**config.mk**
```make
export PLATFORM = sky130hd
export DESIGN_NAME = pdm_dac
export DESIGN_NICKNAME = d
export VERILOG_FILES = /design/src/rtl/tt6581_pkg.sv /design/src/rtl/pdm_mod.sv /design/src/rtl/pdm_dac.sv
export SDC_FILE = /design/constraint.sdc
export NUM_CORES = 1
export LEC_CHECK = 0
export BUFFER_PORTS_ARGS = -buffer_cell sky130_fd_sc_hd__buf_2
export CORE_MARGIN = 2
export CORE_UTILIZATION = 48
export DETAILED_ROUTE_END_ITERATION = 8
export SYNTH_ARGS = -nofsm -noshare
export SYNTH_HDL_FRONTEND = slang
export SYNTH_SLANG_ARGS = --single-unit
export TNS_END_PERCENT = 10
```
**constraint.sdc**
```tcl
create_clock -name clk_i -period 17.83 [get_ports clk_i]
set_input_delay 0.8915 -clock clk_i [delete_from_list [all_inputs] [get_ports clk_i]]
set_output_delay 0.8915 -clock clk_i [all_outputs]
set_load 0.05 [all_outputs]
```
**src/rtl/tt6581_pkg.sv**
```systemverilog
// Shared audio types, ramp states and gain constants for the tt6581 audio path.
package tt6581_pkg;

  localparam int unsigned AUDIO_W = 16;
  localparam int unsigned GAIN_W  = 9;

  typedef logic signed [AUDIO_W-1:0] audio_t;

  typedef enum logic [1:0] {
    MUTED     = 2'd0,
    RAMP_UP   = 2'd1,
    RUN       = 2'd2,
    RAMP_DOWN = 2'd3
  } pdm_state_e;

  localparam logic [GAIN_W-1:0] GAIN_UNITY = 9'd256;

endpackage

```
**src/rtl/pdm_mod.sv**
```systemverilog
// Delta-sigma modulator core: signed sample in, one PDM bit per clock out.
// Build option: define PDM_DAC_ORDER2_EN for the second-order saturating
// modulator; otherwise a first-order carry modulator is built.
module pdm_mod
  import tt6581_pkg::*;
(
  input  logic   clk,
  input  logic   rst_n,
  input  audio_t scaled,
  output logic   pdm
);

`ifdef PDM_DAC_ORDER2_EN
  localparam int unsigned I1_W = 19;
  localparam int unsigned I2_W = 21;
  localparam int unsigned S1_W = I1_W + 2;
  localparam int unsigned S2_W = I2_W + 2;

  localparam logic signed [S1_W-1:0] I1_MAX = 21'sd262143;
  localparam logic signed [S1_W-1:0] I1_MIN = -21'sd262144;
  localparam logic signed [S2_W-1:0] I2_MAX = 23'sd1048575;
  localparam logic signed [S2_W-1:0] I2_MIN = -23'sd1048576;

  logic signed [I1_W-1:0] i1_q, i1_d;
  logic signed [I2_W-1:0] i2_q, i2_d;
  logic signed [17:0]     fb_c;
  logic signed [S1_W-1:0] s1_c;
  logic signed [S2_W-1:0] s2_c;

  // Two cascaded integrators with clamping; the second stage integrates the
  // freshly updated first stage so the loop has a classic (1-z^-1)^2 shaping.
  always_comb begin
    fb_c = pdm ? 18'sd32767 : -18'sd32768;
    s1_c = S1_W'(i1_q) + S1_W'(scaled) - S1_W'(fb_c);
    if (s1_c > I1_MAX)      i1_d = I1_W'(I1_MAX);
    else if (s1_c < I1_MIN) i1_d = I1_W'(I1_MIN);
    else                    i1_d = I1_W'(s1_c);
    s2_c = S2_W'(i2_q) + S2_W'(i1_d) - S2_W'(fb_c);
    if (s2_c > I2_MAX)      i2_d = I2_W'(I2_MAX);
    else if (s2_c < I2_MIN) i2_d = I2_W'(I2_MIN);
    else                    i2_d = I2_W'(s2_c);
  end

  // Integrator state and quantiser output.
  always_ff @(posedge clk or negedge rst_n) begin
    if (!rst_n) begin
      i1_q <= '0;
      i2_q <= '0;
      pdm  <= 1'b0;
    end else begin
      i1_q <= i1_d;
      i2_q <= i2_d;
      pdm  <= ~i2_d[I2_W-1];
    end
  end
`else
  logic [AUDIO_W-1:0] acc_q;
  logic [AUDIO_W:0]   sum_c;

  // Offset-binary input into a wrapping accumulator; the carry is the bit.
  assign sum_c = {1'b0, acc_q} + {1'b0, ~scaled[AUDIO_W-1], scaled[AUDIO_W-2:0]};

  // Accumulator and carry output.
  always_ff @(posedge clk or negedge rst_n) begin
    if (!rst_n) begin
      acc_q <= '0;
      pdm   <= 1'b0;
    end else begin
      acc_q <= sum_c[AUDIO_W-1:0];
      pdm   <= sum_c[AUDIO_W];
    end
  end
`endif

endmodule

```
**src/rtl/pdm_dac.sv**
```systemverilog
// PDM audio DAC: sample hold, click-free mute/unmute gain ramp, modulator.
// Build option: PDM_DAC_ORDER2_EN selects the second-order modulator in pdm_mod.
module pdm_dac
  import tt6581_pkg::*;
#(
  parameter int unsigned RAMP_STEP_LOG2 = 8
) (
  input  logic   clk_i,
  input  logic   rst_ni,
  input  logic   audio_valid_i,
  input  audio_t audio_i,
  input  logic   enable_i,
  output logic   pdm_o,
  output logic   active_o
);

  localparam int unsigned PRE_W  = RAMP_STEP_LOG2;
  localparam int unsigned PROD_W = AUDIO_W + GAIN_W + 1;

  pdm_state_e        state_q, state_d;
  logic [GAIN_W-1:0] gain_q, gain_d;
  logic [PRE_W-1:0]  pre_q, pre_d;
  audio_t            smp_q;
  audio_t            scaled_q;
  logic              active_q;
  logic              tick_c;
  logic signed [PROD_W-1:0] prod_c;

  assign tick_c = &pre_q;

  // Ramp FSM next state, gain update and step prescaler.
  always_comb begin
    state_d = state_q;
    gain_d  = gain_q;
    case (state_q)
      MUTED: begin
        gain_d = '0;
        if (enable_i) state_d = RAMP_UP;
      end
      RAMP_UP: begin
        if (!enable_i)                 state_d = RAMP_DOWN;
        else if (gain_q == GAIN_UNITY) state_d = RUN;
        else if (tick_c)               gain_d  = gain_q + GAIN_W'(1);
      end
      RUN: begin
        gain_d = GAIN_UNITY;
        if (!enable_i) state_d = RAMP_DOWN;
      end
      RAMP_DOWN: begin
        if (enable_i)           state_d = RAMP_UP;
        else if (gain_q == '0)  state_d = MUTED;
        else if (tick_c)        gain_d  = gain_q - GAIN_W'(1);
      end
      default: begin
        state_d = MUTED;
        gain_d  = '0;
      end
    endcase
    pre_d = (state_d != state_q) ? '0 : pre_q + PRE_W'(1);
  end

  // FSM, gain and prescaler registers.
  always_ff @(posedge clk_i or negedge rst_ni) begin
    if (!rst_ni) begin
      state_q  <= MUTED;
      gain_q   <= '0;
      pre_q    <= '0;
      active_q <= 1'b0;
    end else begin
      state_q  <= state_d;
      gain_q   <= gain_d;
      pre_q    <= pre_d;
      active_q <= (state_d != MUTED);
    end
  end

  // Gain is at most unity, so bits [23:8] of the product always fit 16 bits.
  assign prod_c = PROD_W'(smp_q) * PROD_W'($signed({1'b0, gain_q}));

  // Zero-order sample hold and registered gain multiply.
  always_ff @(posedge clk_i or negedge rst_ni) begin
    if (!rst_ni) begin
      smp_q    <= '0;
      scaled_q <= '0;
    end else begin
      if (audio_valid_i) smp_q <= audio_i;
      scaled_q <= prod_c[AUDIO_W+7:8];
    end
  end

  pdm_mod u_mod (
    .clk    (clk_i),
    .rst_n  (rst_ni),
    .scaled (scaled_q),
    .pdm    (pdm_o)
  );

  assign active_o = active_q;

endmodule

```
### Yosys cells after proc, flatten, opt, wreduce, memory -nomap -nowiden

Index checks and enable logic that the tools add are counted.

| word-level totals | value |
|---|---|
| register bits | 69 |
| input port bits | 20 |
| output and inout bits | 2 |
| word-level logic and storage cells | 45 |

| operators by class | value |
|---|---|
| $add $sub $neg | 4 |
| multipliers | 1 |
| eq/ne operators | 11 |
| mux-type cells | 15 |
| bitwise operators | 1 |
| reduce and logical (&&, ||, !) cells | 5 |

Operator list:

| cell | number |
|---|---|
| $mux 9 | 6 |
| $pmux 9 s4 | 1 |
| $mul 16x10->24 | 1 |
| $add 16x16->17 | 1 |
| $mux 2 | 6 |
| $ne 2x2->1 const B | 6 |
| $add 9x1->9 const B | 1 |
| $eq 9x9->1 const B | 1 |
| $logic_not 9->1 | 1 |
| $sub 9x1->9 const B | 1 |
| $add 8x1->8 const B | 1 |
| $mux 8 | 1 |
| $pmux 2 s4 | 1 |
| $reduce_and 8->1 | 1 |
| $reduce_and 6->1 | 1 |
| $eq 2x2->1 const B | 2 |
| $eq 2x1->1 const B | 1 |
| $logic_not 2->1 | 1 |
| $ne 2x2->1 | 1 |
| $reduce_bool 2->1 | 1 |
| $not 1->1 | 1 |

### Depth between registers and ports, before layout

| depth | value |
|---|---|
| depth after elaboration | 6 |
| depth in mapped cells | 22 |
| gate-level depth less buffers | 20 |

### By module

A second synthesis with hierarchy kept.

| unflattened totals | value |
|---|---|
| cell total of the unflattened synthesis | 871 |
| area total of the unflattened synthesis | 8426.8 sq um |

By module, submodules not included:

| module | times used | cells each | area each (sq um) | seq. area each (sq um) |
|---|---|---|---|---|
| pdm_dac | 1 | 753 | 7243.2 | 1301.2 |
| pdm_mod | 1 | 118 | 1183.6 | 425.4 |

### Worst setup path after synthesis

Ideal clock, no wire load.

| path | value |
|---|---|
| path kind | reg-to-reg |
| from | reg gain_q[1] |
| to | reg scaled_q[14] |
| setup time | 0.124 ns |
| arrival | 5.546 ns |
| required time | 17.706 ns |
| setup slack | 12.160 ns |
| stages on the path, launching flop included | 21 |
| buffers on the path | 2 |
| period minus slack after synthesis | 5.670 ns |
| cell sequence | dfrtp_1 > clkbuf_1 > clkbuf_1 > nand2_1 > fa_1 > inv_1 > fa_1 > fa_1 > fa_1 > inv_1 > fa_1 > inv_1 > ha_1 > or3_4 > a211o_1 > and3_4 > a22oi_4 > nand3_2 > a31o_1 > a21o_1 > xor2_1 |

| on the way | value |
|---|---|
| cells in the longest elaborated chain, start to end | 1 |

RTL lines:

| what | RTL line | RTL |
|---|---|---|
| start, declared | pdm_dac.sv:21 | `logic [GAIN_W-1:0] gain_q, gain_d;` |
| start signal, assigned | pdm_dac.sv:71 | `gain_q <= gain_d;` |
| $mul 16x10->24 | pdm_dac.sv:78 | `assign prod_c = PROD_W'(smp_q) * PROD_W'($signed({1'b0, gain_q}));` |
| via prod_c[22] | pdm_dac.sv:27 | `logic signed [PROD_W-1:0] prod_c;` |
| end signal, assigned | pdm_dac.sv:87 | `scaled_q <= prod_c[AUDIO_W+7:8];` |
| end, declared | pdm_dac.sv:24 | `audio_t scaled_q;` |

The timed path passes the listed nets, and every way through them passes these cells.
A chain may end at the register's enable or synchronous reset.

### Final worst setup path

Same ends and word-level chain as after synthesis.

==> impl_metrics.ini <==
[detailed_routing]
drtAntennaViolNets = 0
wirelength_um = 15800
firstDrtPassIters = 4
drt_iter0_markers = 257
vias_per_cell = 5.12
routed-via-count = 5393
route.detailed.drc = 0
wire_per_inst_um = 15.0

[logic_synthesis]
ys_seq_area_share_pct = 21.5
synth_area_per_cell_um2 = 9.69
muxShareOfSynthArea_pct = 2.37
synthXorXnorAreaFrac_pct = 5.34
synth_compound_area_share_pct = 7.51
ys_types = 53
ys_async_sr_fraction_pct = 100
synth_warnings = 0
synth_simple_gate_area_share_pct = 14.8
ys.flop_type = dfrtp_1
synth_cells = 829
synthesis.nets = 1039
synthesis.area_um2 = 8030
synth-edff-count = 0
synth_top_family_by_area = adder cells
ys_seq_elements = 69
synth-adder-area-share_pct = 40.4

[cells_and_area]
layout_common_cells = 138 x inv_1, 116 x fa_1, 99 x nand2_1
antenna_cells = 0
layout_commonest_cell = inv_1
final_core_util_pct = 52.0
fin_cells = 1053
layout-drive-gt1-share_pct = 7.20
nFillCells = 1531
nets = 1038
area_growth_pct = 6.59

[worst_setup_path]
r2r-end = scaled_q[14]
cp-end-kind = register
arrival_ps = 6040
crit_fanout = 20
cp_data_required_time_ps = 18050
r2r_slack_ps = 12020
reg2regPathDepth = 18
crit_start = gain_q[1]
r2r-start = gain_q[1]
startpoint_type = register
critical_path_class = reg -> reg

[clock_tree]
cts_tree = yes
cts.sinks = 69
h-tree-depth = 3
clk_latency_ps = 340
root_buffer = clkbuf_16
clk_pin_slew_ps = 60
cts_made_buffers = 9
cts_hold_buf = 0
cts_resized = 0
cts_max_path_buffers = 2
post_cts_buffers = 0

[placement]
gp_congestion = 0.824
dp_hpwl_um = 12200
dp_cells = 1037
numPortBuffers = 21

[timing]
worst_slew_pin_slew_ps = 892
rsz0062_at_grt = false
finClkSkew_ps = 9.86
maxSlewViolCount = 0
setup_tns_ps = 0
hold_ws_ps = 473
fmax_ghz = 0.172
setup_viol = 0
period_share_pct = 32.6
hold_viol = 0
period_needed_ps = 5810
maxSlewHeadroom_pct = 40.6

[grt]
antenna_found_initial = 0
grt_start_max_net_pins = 70
grtUsageTotal_pct = 19.7
grt_pass1_vias = 5836
grt_first_pass_wirelength_um = 28000
grt_overflow = 0

[floorplan]
io_pins = 22
core_um2 = 16500
fp-row-count = 47
die_w_um = 133
die_h_um = 133
start_util_pct = 48.8
dieArea_um2 = 17800

[min_path]
min-delay-start = u_mod.acc_q[0]
worst_hold_path.endpoint = u_mod.acc_q[0]
whs_path_depth = 1
worstHoldPathType = reg -> reg

[run_status]
status = finished, final reports clean

[job]
cap_violations = 0
## logic make-up after synthesis
family	after synthesis
simple gates	245
fa+ha+maj	190
buf+inv	172
compound gates	87
flops	69
xor+xnor	49
mux	17
## Yosys cell counts, drive strengths merged, types with 2 or more instances
cell type    n  share of area, %
inv        138               6.4
fa         116                29
nand2       99               4.6
ha          74                12
and2        71               5.5
dfrtp       69                21
nor2        34               1.6
xnor2       34               3.7
clkbuf      32               1.5
a21oi       22               1.4
o21ai       20               1.2
mux2        16               2.2
xor2        15               1.6
nor3        12              0.75
o21a        11               1.0
nand3       10              0.69
a21o         8              0.75
a211oi       4              0.44
nand2b       4              0.31
nor2b        4              0.31
and3         3              0.30
a2111oi      2              0.30
a211o        2              0.22
buf          2              0.11
nand4        2              0.16
nor4         2              0.16
o21bai       2              0.19
o311ai       2              0.22
o31ai        2              0.19
or3          2              0.22
## worst max-delay path, stage by stage (launching register included)
cell	delay, ps
dfrtp_1	780
nand2_1	170
fa_1	570
inv_1	50
fa_1	480
fa_1	530
fa_1	500
inv_1	60
fa_1	540
inv_1	50
ha_1	220
or3_4	400
a211o_1	300
and3_4	190
a22oi_4	150
nand3_2	130
a31o_1	260
a21o_1	190
xor2_1	130
## sequential cells by signal, summed over array words and instances (netlist names)
signal / flops
scaled_q: 16
smp_q: 16
u_mod.acc_q: 16
gain_q: 9
pre_q: 8
state_q: 2
active_o: 1
u_mod.pdm: 1
## routing by layer
metal  global-route usage (%)  share of wire (%)
met5                        0                  0
met4                     6.32                1.5
met3                     2.89                3.3
met2                     31.1                 46
met1                     28.3                 49
## how the worst max path moves through the flow
stage / cells past startpoint / to / slack [ps]
floorplan: 20 / scaled_q[14] / 12160
global placement: 18 / scaled_q[14] / 12120
detailed placement: 18 / scaled_q[14] / 12020
CTS: 18 / scaled_q[14] / 12000
global route: 18 / scaled_q[14] / 11720
finish: 18 / scaled_q[14] / 12020
## layout make-up
type	count	area (um2)	area share, %
multi-input combinational	588	5660	66.1
sequential	69	1730	20.2
inverter	138	518	6.05
tap	220	275	3.21
clock buffer	12	246	2.88
timing repair buffer	22	113	1.32
clock inverter	4	23.8	0.278
## per-stage QoR
step                      area, um2  worst slack (ps)
after floorplan                8030             12160
after global placement         8290             12120
after detailed placement       8290             12020
after CTS                      8560             12000
after global routing           8560             11720
final                          8560             12020
Power is not shown: default switching activity piles up to over one toggle a cycle in this logic, so the estimate is an artifact.
